[src/rtl/imm_extend_pipe.sv]
// Decode-stage immediate extender: forms I/S/B/J/U/zimm immediates, extends to XLEN,
// and holds results with a tag in a two-slot elastic buffer (head + skid).
//
//  state | meaning
//  EMPTY | no entry held, out_valid low
//  ONE   | head slot holds the oldest entry
//  FULL  | head and skid both hold entries, in_ready low
module imm_extend_pipe #(
  parameter int XLEN  = 32,
  parameter int TAG_W = 5
) (
  input  logic             clk,
  input  logic             reset_n,
  input  logic             flush,
  input  logic             in_valid,
  output logic             in_ready,
  input  logic [24:0]      instr,
  input  logic [2:0]       imm_src,
  input  logic [TAG_W-1:0] in_tag,
  output logic             out_valid,
  input  logic             out_ready,
  output logic [XLEN-1:0]  imm_ext,
  output logic [TAG_W-1:0] out_tag,
  output logic             out_illegal
);

  typedef enum logic [1:0] {EMPTY, ONE, FULL} bufState_e;

  bufState_e        state;
  logic             rdyQ;
  logic [XLEN-1:0]  headImm, skidImm;
  logic [TAG_W-1:0] headTag, skidTag;
  logic             headIll, skidIll;

  logic [31:0]      imm32;
  logic             newIll;
  logic [XLEN-1:0]  newImm;
  logic             accept, retire, sgn;

  // instr[k] carries instruction bit k+7
  assign sgn = instr[24];

  always_comb begin
    imm32  = '0;
    newIll = 1'b0;
    case (imm_src)
      3'b000:  imm32 = {{20{sgn}}, instr[24:13]};
      3'b001:  imm32 = {{20{sgn}}, instr[24:18], instr[4:0]};
      3'b010:  imm32 = {{20{sgn}}, instr[0], instr[23:18], instr[4:1], 1'b0};
      3'b011:  imm32 = {{12{sgn}}, instr[12:5], instr[13], instr[23:14], 1'b0};
      3'b100:  imm32 = {instr[24:5], 12'b0};
      3'b101:  imm32 = {27'b0, instr[12:8]};
      default: newIll = 1'b1;
    endcase
  end

  // zimm and reserved leave bit 31 clear, so sign replication is correct for every format
  generate
    if (XLEN > 32) begin : gWide
      assign newImm = {{(XLEN-32){imm32[31]}}, imm32};
    end else begin : gNarrow
      assign newImm = imm32;
    end
  endgenerate

  assign out_valid = (state != EMPTY);
  assign in_ready  = rdyQ;
  assign accept    = in_valid & rdyQ;
  assign retire    = out_valid & out_ready;

  always_ff @(posedge clk or negedge reset_n) begin
    if (!reset_n) begin
      state   <= EMPTY;
      rdyQ    <= 1'b0;
      headImm <= '0;
      headTag <= '0;
      headIll <= 1'b0;
    end else if (flush) begin
      state <= EMPTY;
      rdyQ  <= 1'b1;
    end else begin
      rdyQ <= 1'b1;
      case (state)
        EMPTY: begin
          if (accept) begin
            state   <= ONE;
            headImm <= newImm;
            headTag <= in_tag;
            headIll <= newIll;
          end
        end
        ONE: begin
          if (accept && !retire) begin
            state <= FULL;
            rdyQ  <= 1'b0;
          end else if (retire && !accept) begin
            state <= EMPTY;
          end else if (accept && retire) begin
            headImm <= newImm;
            headTag <= in_tag;
            headIll <= newIll;
          end
        end
        FULL: begin
          if (retire) begin
            state   <= ONE;
            headImm <= skidImm;
            headTag <= skidTag;
            headIll <= skidIll;
          end else begin
            rdyQ <= 1'b0;
          end
        end
        default: state <= EMPTY;
      endcase
    end
  end

  // Skid slot is only read after a write into it, so it carries no reset
  always_ff @(posedge clk) begin
    if (!flush && state == ONE && accept && !retire) begin
      skidImm <= newImm;
      skidTag <= in_tag;
      skidIll <= newIll;
    end
  end

  assign imm_ext     = headImm;
  assign out_tag     = headTag;
  assign out_illegal = headIll;

endmodule

[config.mk]
export PLATFORM = sky130hd
export DESIGN_NAME = imm_extend_pipe
export DESIGN_NICKNAME = d
export VERILOG_FILES = /design/src/rtl/imm_extend_pipe.sv
export SDC_FILE = /design/constraint.sdc
export NUM_CORES = 1
export LEC_CHECK = 0
export ABC_AREA = 1
export BUFFER_PORTS_ARGS = -buffer_cell sky130_fd_sc_hd__buf_2
export CAP_MARGIN = 20
export CELL_PAD_IN_SITES_DETAIL_PLACEMENT = 1
export CELL_PAD_IN_SITES_GLOBAL_PLACEMENT = 1
export CORE_UTILIZATION = 37
export DETAILED_ROUTE_END_ITERATION = 7
export PLACE_DENSITY = 0.74
export REMOVE_ABC_BUFFERS = 1
export SLEW_MARGIN = 20
export SYNTH_ARGS = -nofsm -noshare
export SYNTH_HDL_FRONTEND = slang
export SYNTH_SLANG_ARGS = --single-unit
[constraint.sdc]
create_clock -name clk -period 3.2 [get_ports clk]
set_clock_uncertainty 0.15 [all_clocks]
set_input_delay 0.48 -clock clk [delete_from_list [all_inputs] [get_ports clk]]
set_output_delay 0.48 -clock clk [all_outputs]
set_load 0.02 [all_outputs]
# Yosys cells after proc, flatten, opt, wreduce, memory -nomap -nowiden
# Index checks and enable logic that the tools add are counted.
# word_totals
ff_bits	79
in_bits	38
out_inout_bits	40
word_cells	72
# classes
n_eq_ne	15
muxes	30
bitwise	3
n_reduce_logical	16
# op_table
operator	n
$pmux W32 S6	1
$mux W32	5
$pmux W32 S3	1
$mux W5	5
$pmux W5 S3	1
$mux W2	5
$ne A2 B2 Y1 const B	5
$mux W1	9
$reduce_and A7 Y1	1
$eq A3 B2 Y1 const B	2
$eq A3 B3 Y1 const B	2
$logic_and A1 B1 Y1	6
$ne A3 B3 Y1 const B	2
$pmux W2 S3	1
$reduce_or A6 Y1	1
$ne A4 B4 Y1 const B	1
$eq A3 B1 Y1 const B	1
$logic_not A1 Y1	3
$logic_not A3 Y1	1
$pmux W1 S3	1
$reduce_and A3 Y1	1
$reduce_bool A3 Y1	1
$and A1 B1 Y1	2
$eq A2 B1 Y1 const B	1
other kinds (5)	5

# Longest topological paths before layout
# depth
word_depth	7
depth_mapped	11
depth_no_buf	9

# Worst setup path before layout
# OpenSTA, ideal clock, no wires.
# synth_timing
kind	reg2reg
start	reg state[0]
end	reg skidIll, enable pin
arrival_ps	2606
required_ps	2617
setup_slack_ps	10
stages_incl_launch_ff	7
period_less_slack_ps	3190
cell_sequence	dfrtp_1 > inv_1 > ha_1 > inv_1 > nand2_1 > nand3_1 > nor2_1
# synth_via
elab_chain_len	4
elab_cells_between_ends	7
cone_classes	eq/ne (1); bitwise (1); reduce/logical (5)
# synth_lines
item	line_no	rtl
start, declared	29	bufState_e state;
start signal, assigned	73	state <= EMPTY;
start signal, assigned	79	state <= EMPTY;
start signal, assigned	86	state <= ONE;
$reduce_bool A2 Y1	66	assign out_valid = (state != EMPTY);
named net out_valid	20	output logic out_valid,
$and A1 B1 Y1	69	assign retire = out_valid & out_ready;
$logic_not A1 Y1	121	if (!flush && state == ONE && accept && !retire) begin
$logic_and A1 B1 Y1	121	
end signal, assigned	124	skidIll <= newIll;
end, declared	33	logic headIll, skidIll;
# The timed path passes the listed nets, and every way through them passes these cells.
# A chain may end at the register's enable or synchronous reset.

# Worst setup path in the final report
# layout_timing
start	reg state[0]
end	reg headImm[4] (netlist: imm_ext[4])
# layout_via
elab_chain_len	6
elab_cells_between_ends	17
cone_classes	eq/ne (7); mux (1); bitwise (1); reduce/logical (8)
# layout_lines
item	line_no	rtl
$reduce_bool A2 Y1	66	
$and A1 B1 Y1	69	
$logic_not A1 Y1	93	if (accept && !retire) begin
$logic_and A1 B1 Y1	93	
$ne A2 B2 Y1 (no line)	-	
$reduce_and A7 Y1 (no line)	-	
end signal, assigned	87	headImm <= newImm;
end signal, assigned	99	headImm <= newImm;
end signal, assigned	107	headImm <= skidImm;
end, declared	31	logic [XLEN-1:0] headImm, skidImm;
# Parallel ways exist; a longest one is shown, timed or not.

==> results.rst <==
.. list-table::
   :header-rows: 1

   * - Metric
     - Value
   * - Startpoint kind of the worst setup timing path
     - flop
   * - Worst vdd rail ir drop
     - about 240 uV
   * - Last weighted congestion value of the routability-driven placer
     - 0.846
   * - Per-cell via count in the routed design
     - between 4 and 5
   * - Cell with the largest stage delay on the worst path
     - dfrtp_1
   * - RSZ-0062 raised after global routing
     - false
   * - Vias in the first global route
     - around 3,300
   * - Fraction of final layout cells sized beyond drive strength 1
     - 22.2%
   * - TritonCTS clock tree
     - done
   * - Cells traversed along the worst timing path
     - inv_1, ha_1, buf_4, inv_2, nand2_1, nand2_2, nand3_4, buf_4, nor2_1, nand2_1, nand2_1
   * - Wirelength, routed
     - between 9000 and 10,000 um
   * - Power density of the placed cells
     - around 770 nW/um^2
   * - Maximum clock rate
     - about 430 MHz
   * - Overall Global Routing Usage
     - 19.0%
   * - Gate count of the mapped netlist
     - ~450
   * - Portion of synthesized cell area occupied by the leading cell type
     - between 20% and 30%
   * - Crit path max-delay family
     - buffers and inverters
   * - Max clock buf depth
     - 2
   * - R2r setup slk
     - between 0.8 and 0.9 ns
   * - Final setup fails
     - 0
   * - Path type of the worst setup path
     - flop to flop
   * - Synth unique cells
     - 24
   * - Required time of the critical path
     - 3.30 ns
   * - Overflow after GRT
     - 0
   * - Clock transition time at the flip-flop clock pins of the worst setup and hold paths
     - about 0.080 ns
   * - Starting density of the core
     - between 30% and 40%
   * - Number of vias after detailed routing
     - approximately 3,200
   * - Number of placed instances with taps included
     - roughly 640
   * - Count of buffers added by post-CTS timing repair for setup
     - 0
   * - Residual DRC
     - 0
   * - Average wire length per cell after detail routing
     - roughly 15 um
   * - Worst path buffer plus inverter count
     - 4
   * - Detailed placer's ending HPWL
     - about 6700 um
   * - I/O pin total
     - 78
   * - Biggest area contributors in the synthesized netlist
     - edfxtp_1 (30%), dfrtp_1 (27%), nand2_1 (18%), nand3_1 (4.7%), nor2_1 (3.5%)
   * - Die Height
     - roughly 100 um
   * - Power, Total
     - 3.50 mW
   * - Non-Filler Instances
     - between 600 and 700
   * - Final Hold Violating Endpoints
     - 0
   * - Type of element capturing the critical path
     - flop
   * - 1st-pass router iterations
     - 4
   * - Worst Reg-to-Reg Cells
     - 11
   * - Buffer cell driving the clock tree root
     - clkbuf_8
   * - Post-route setup TNS
     - 0 ns
   * - Horizontal die dimension
     - about 100 um
   * - Arrival @ worst endpoint
     - about 2.4 ns
   * - Insertion delay to the later sink of the worst-skew pair
     - about 0.35 ns
   * - Leak
     - approximately 2.3 nW
   * - Worst flop-to-flop path endpoint
     - imm_ext[4]
   * - Most Frequent Cell on Critical Path
     - nand2_1
   * - Critical-path maximum fanout
     - 35
   * - Largest area contributor in the synthesized netlist
     - edfxtp_1
   * - Number of maximum-capacitance violations
     - 0
   * - Syn Std Cell Area
     - slightly below 4000 sq um
   * - Final worst path period need
     - 2.33 ns
   * - Number of violations reported at the end of detailed-routing iteration 0
     - between 100 and 150
   * - Instance count on the critical path
     - 11
   * - Delay of the slowest cell on the worst path
     - between 0.4 and 0.5 ns
   * - Diodes inserted
     - 0
   * - Kind of path behind the tightest hold check
     - input port to async pin
   * - Antenna violations before repair
     - 0
   * - Post-synthesis average cell area
     - around 8.6 sq um
   * - Number of hold buffers added after cts
     - 0
   * - Number of pins with negative max-slew slack in the final report
     - 0
   * - Run status
     - finished clean
   * - Std cell rows
     - 36
   * - Post-route fraction of the period consumed by the critical path
     - roughly 73%
   * - Sequential cell area fraction in the yosys report
     - between 50 and 60%
   * - CTS buffer count
     - 9
   * - Area growth, synth to finish
     - 17.3%
   * - Sink count of the clock tree
     - 79
   * - Startpoint of the lowest-slack register-to-register path
     - state[0]
   * - Core Footprint
     - around 10000 sq um
   * - Largest net degree at the start of global routing
     - 55
   * - Buffers added on ports
     - 77
   * - Number of register bits inferred by synthesis
     - slightly below 80
   * - Overall die area
     - ~11,000 sq um
   * - Final net count
     - 559
   * - First-pass GRT wire length
     - ~16,000 um
   * - Relative slew slack
     - between 30% and 40%
   * - Worst-Margin Slew
     - 0.961 ns
   * - Number of warnings issued by yosys
     - 0
   * - CTS H-Tree Depth
     - 3
   * - Count of cells resized by post-cts repair
     - 0
   * - Remaining antenna violation count after routing
     - 0
## worst max-delay path by stage
stage	slack, ns	from	to
after floorplan	0.01	state[0]	skidIll
after global placement	1.01	state[0]	imm_ext[4]
after detailed placement	0.88	state[0]	imm_ext[4]
after CTS	0.85	state[0]	imm_ext[4]
after global routing	0.68	state[0]	imm_ext[7]
final	0.87	state[0]	imm_ext[4]
## cells by family after synthesis
family / Yosys count / share of synthesized area, %
adders and majority gates: 4 / 1.29
AOI/OAI and AO/OA: 39 / 6.44
and+or+nand+nor: 276 / 29.9
DFF: 79 / 56.1
buffers and inverters: 51 / 6.28
## through the flow
step	area (sq um)	setup WS, ns	utilization, %	hold slack (ns)
2_1_floorplan	3720	0.0103	-	0.0344
3_3_place_gp	4330	1.01	43.5	0.308
3_5_place_dp	4330	0.879	43.5	0.311
4_1_cts	4530	0.854	45.5	0.157
5_1_grt	4530	0.676	45.5	0.161
6_report	4530	0.866	45.5	0.131
## power by group
part / switching, mW / leakage [nW] / internal (mW)
logic: 0.873 / 1.33 / 0.380
clock network: 0.369 / 0.106 / 0.411
registers: 0.125 / 0.875 / 1.34
total: 1.37 / 2.32 / 2.13
## final cells by class
class                      count  area, sq um
tap                          133          166
multi-input combinational    319         1460
clock buffer                  12          156
fill                        1218         5420
inverter                      27          101
clock inverter                 4         50.0
sequential                    79         2170
timing repair buffer          81          428
## registers in the layout (all words and copies together), names as in the netlist
signal and cells:
in_ready 1, skidIll 1, skidTag 5, out_tag 5
imm_ext 32, out_illegal 1, skidImm 32, state 2
## worst reg2reg max path, cell delays in order, from the launching register on
cell     delay [ns]
dfrtp_1        0.41
inv_1          0.11
ha_1           0.15
buf_4          0.27
inv_2          0.10
nand2_1        0.11
nand2_2        0.09
nand3_4        0.23
buf_4          0.42
nor2_1         0.08
nand2_1        0.07
nand2_1        0.05
## synthesized netlist by cell type (all sizes together)
master,number
nand2,185
dfrtp,41
edfxtp,38
nor2,38
nand3,37
inv,27
o21ai,25
buf,21
a21boi,11
nand4,11
ha,4
or2,4
clkbuf,3
a21oi,2
nor3,1
o2111ai,1
## metal layers
layer / up-vias / wire (um) / global-route usage [%] / part of all wire, %
li1: 1588 / - / - / -
met1: 1501 / 4610 / 26.0 / 48
met2: 79 / 4390 / 30.0 / 46
met3: 16 / 388 / 3.57 / 4.1
met4: 0 / 181 / 6.84 / 1.9
met5: - / 0 / 0 / 0
## layout by cell type, fill, tap and decap left out, types with 2 or more instances in the layout
cell      instances
inv_1            23
inv_2             4
nand2_1         182
a21boi_0         11
buf_2            77
clkbuf_1          2
o21ai_0          19
clkbuf_8          9
buf_4             3
ha_1              4
nand2_2           3
nor2_4            3
edfxtp_1         38
o21ai_2           6
a21oi_1           2
nand4_1          11
nand3_1          36
nor2_1           35
dfrtp_1          41
or2_2             4
No activity file was read; power rests on OpenSTA's default activity.
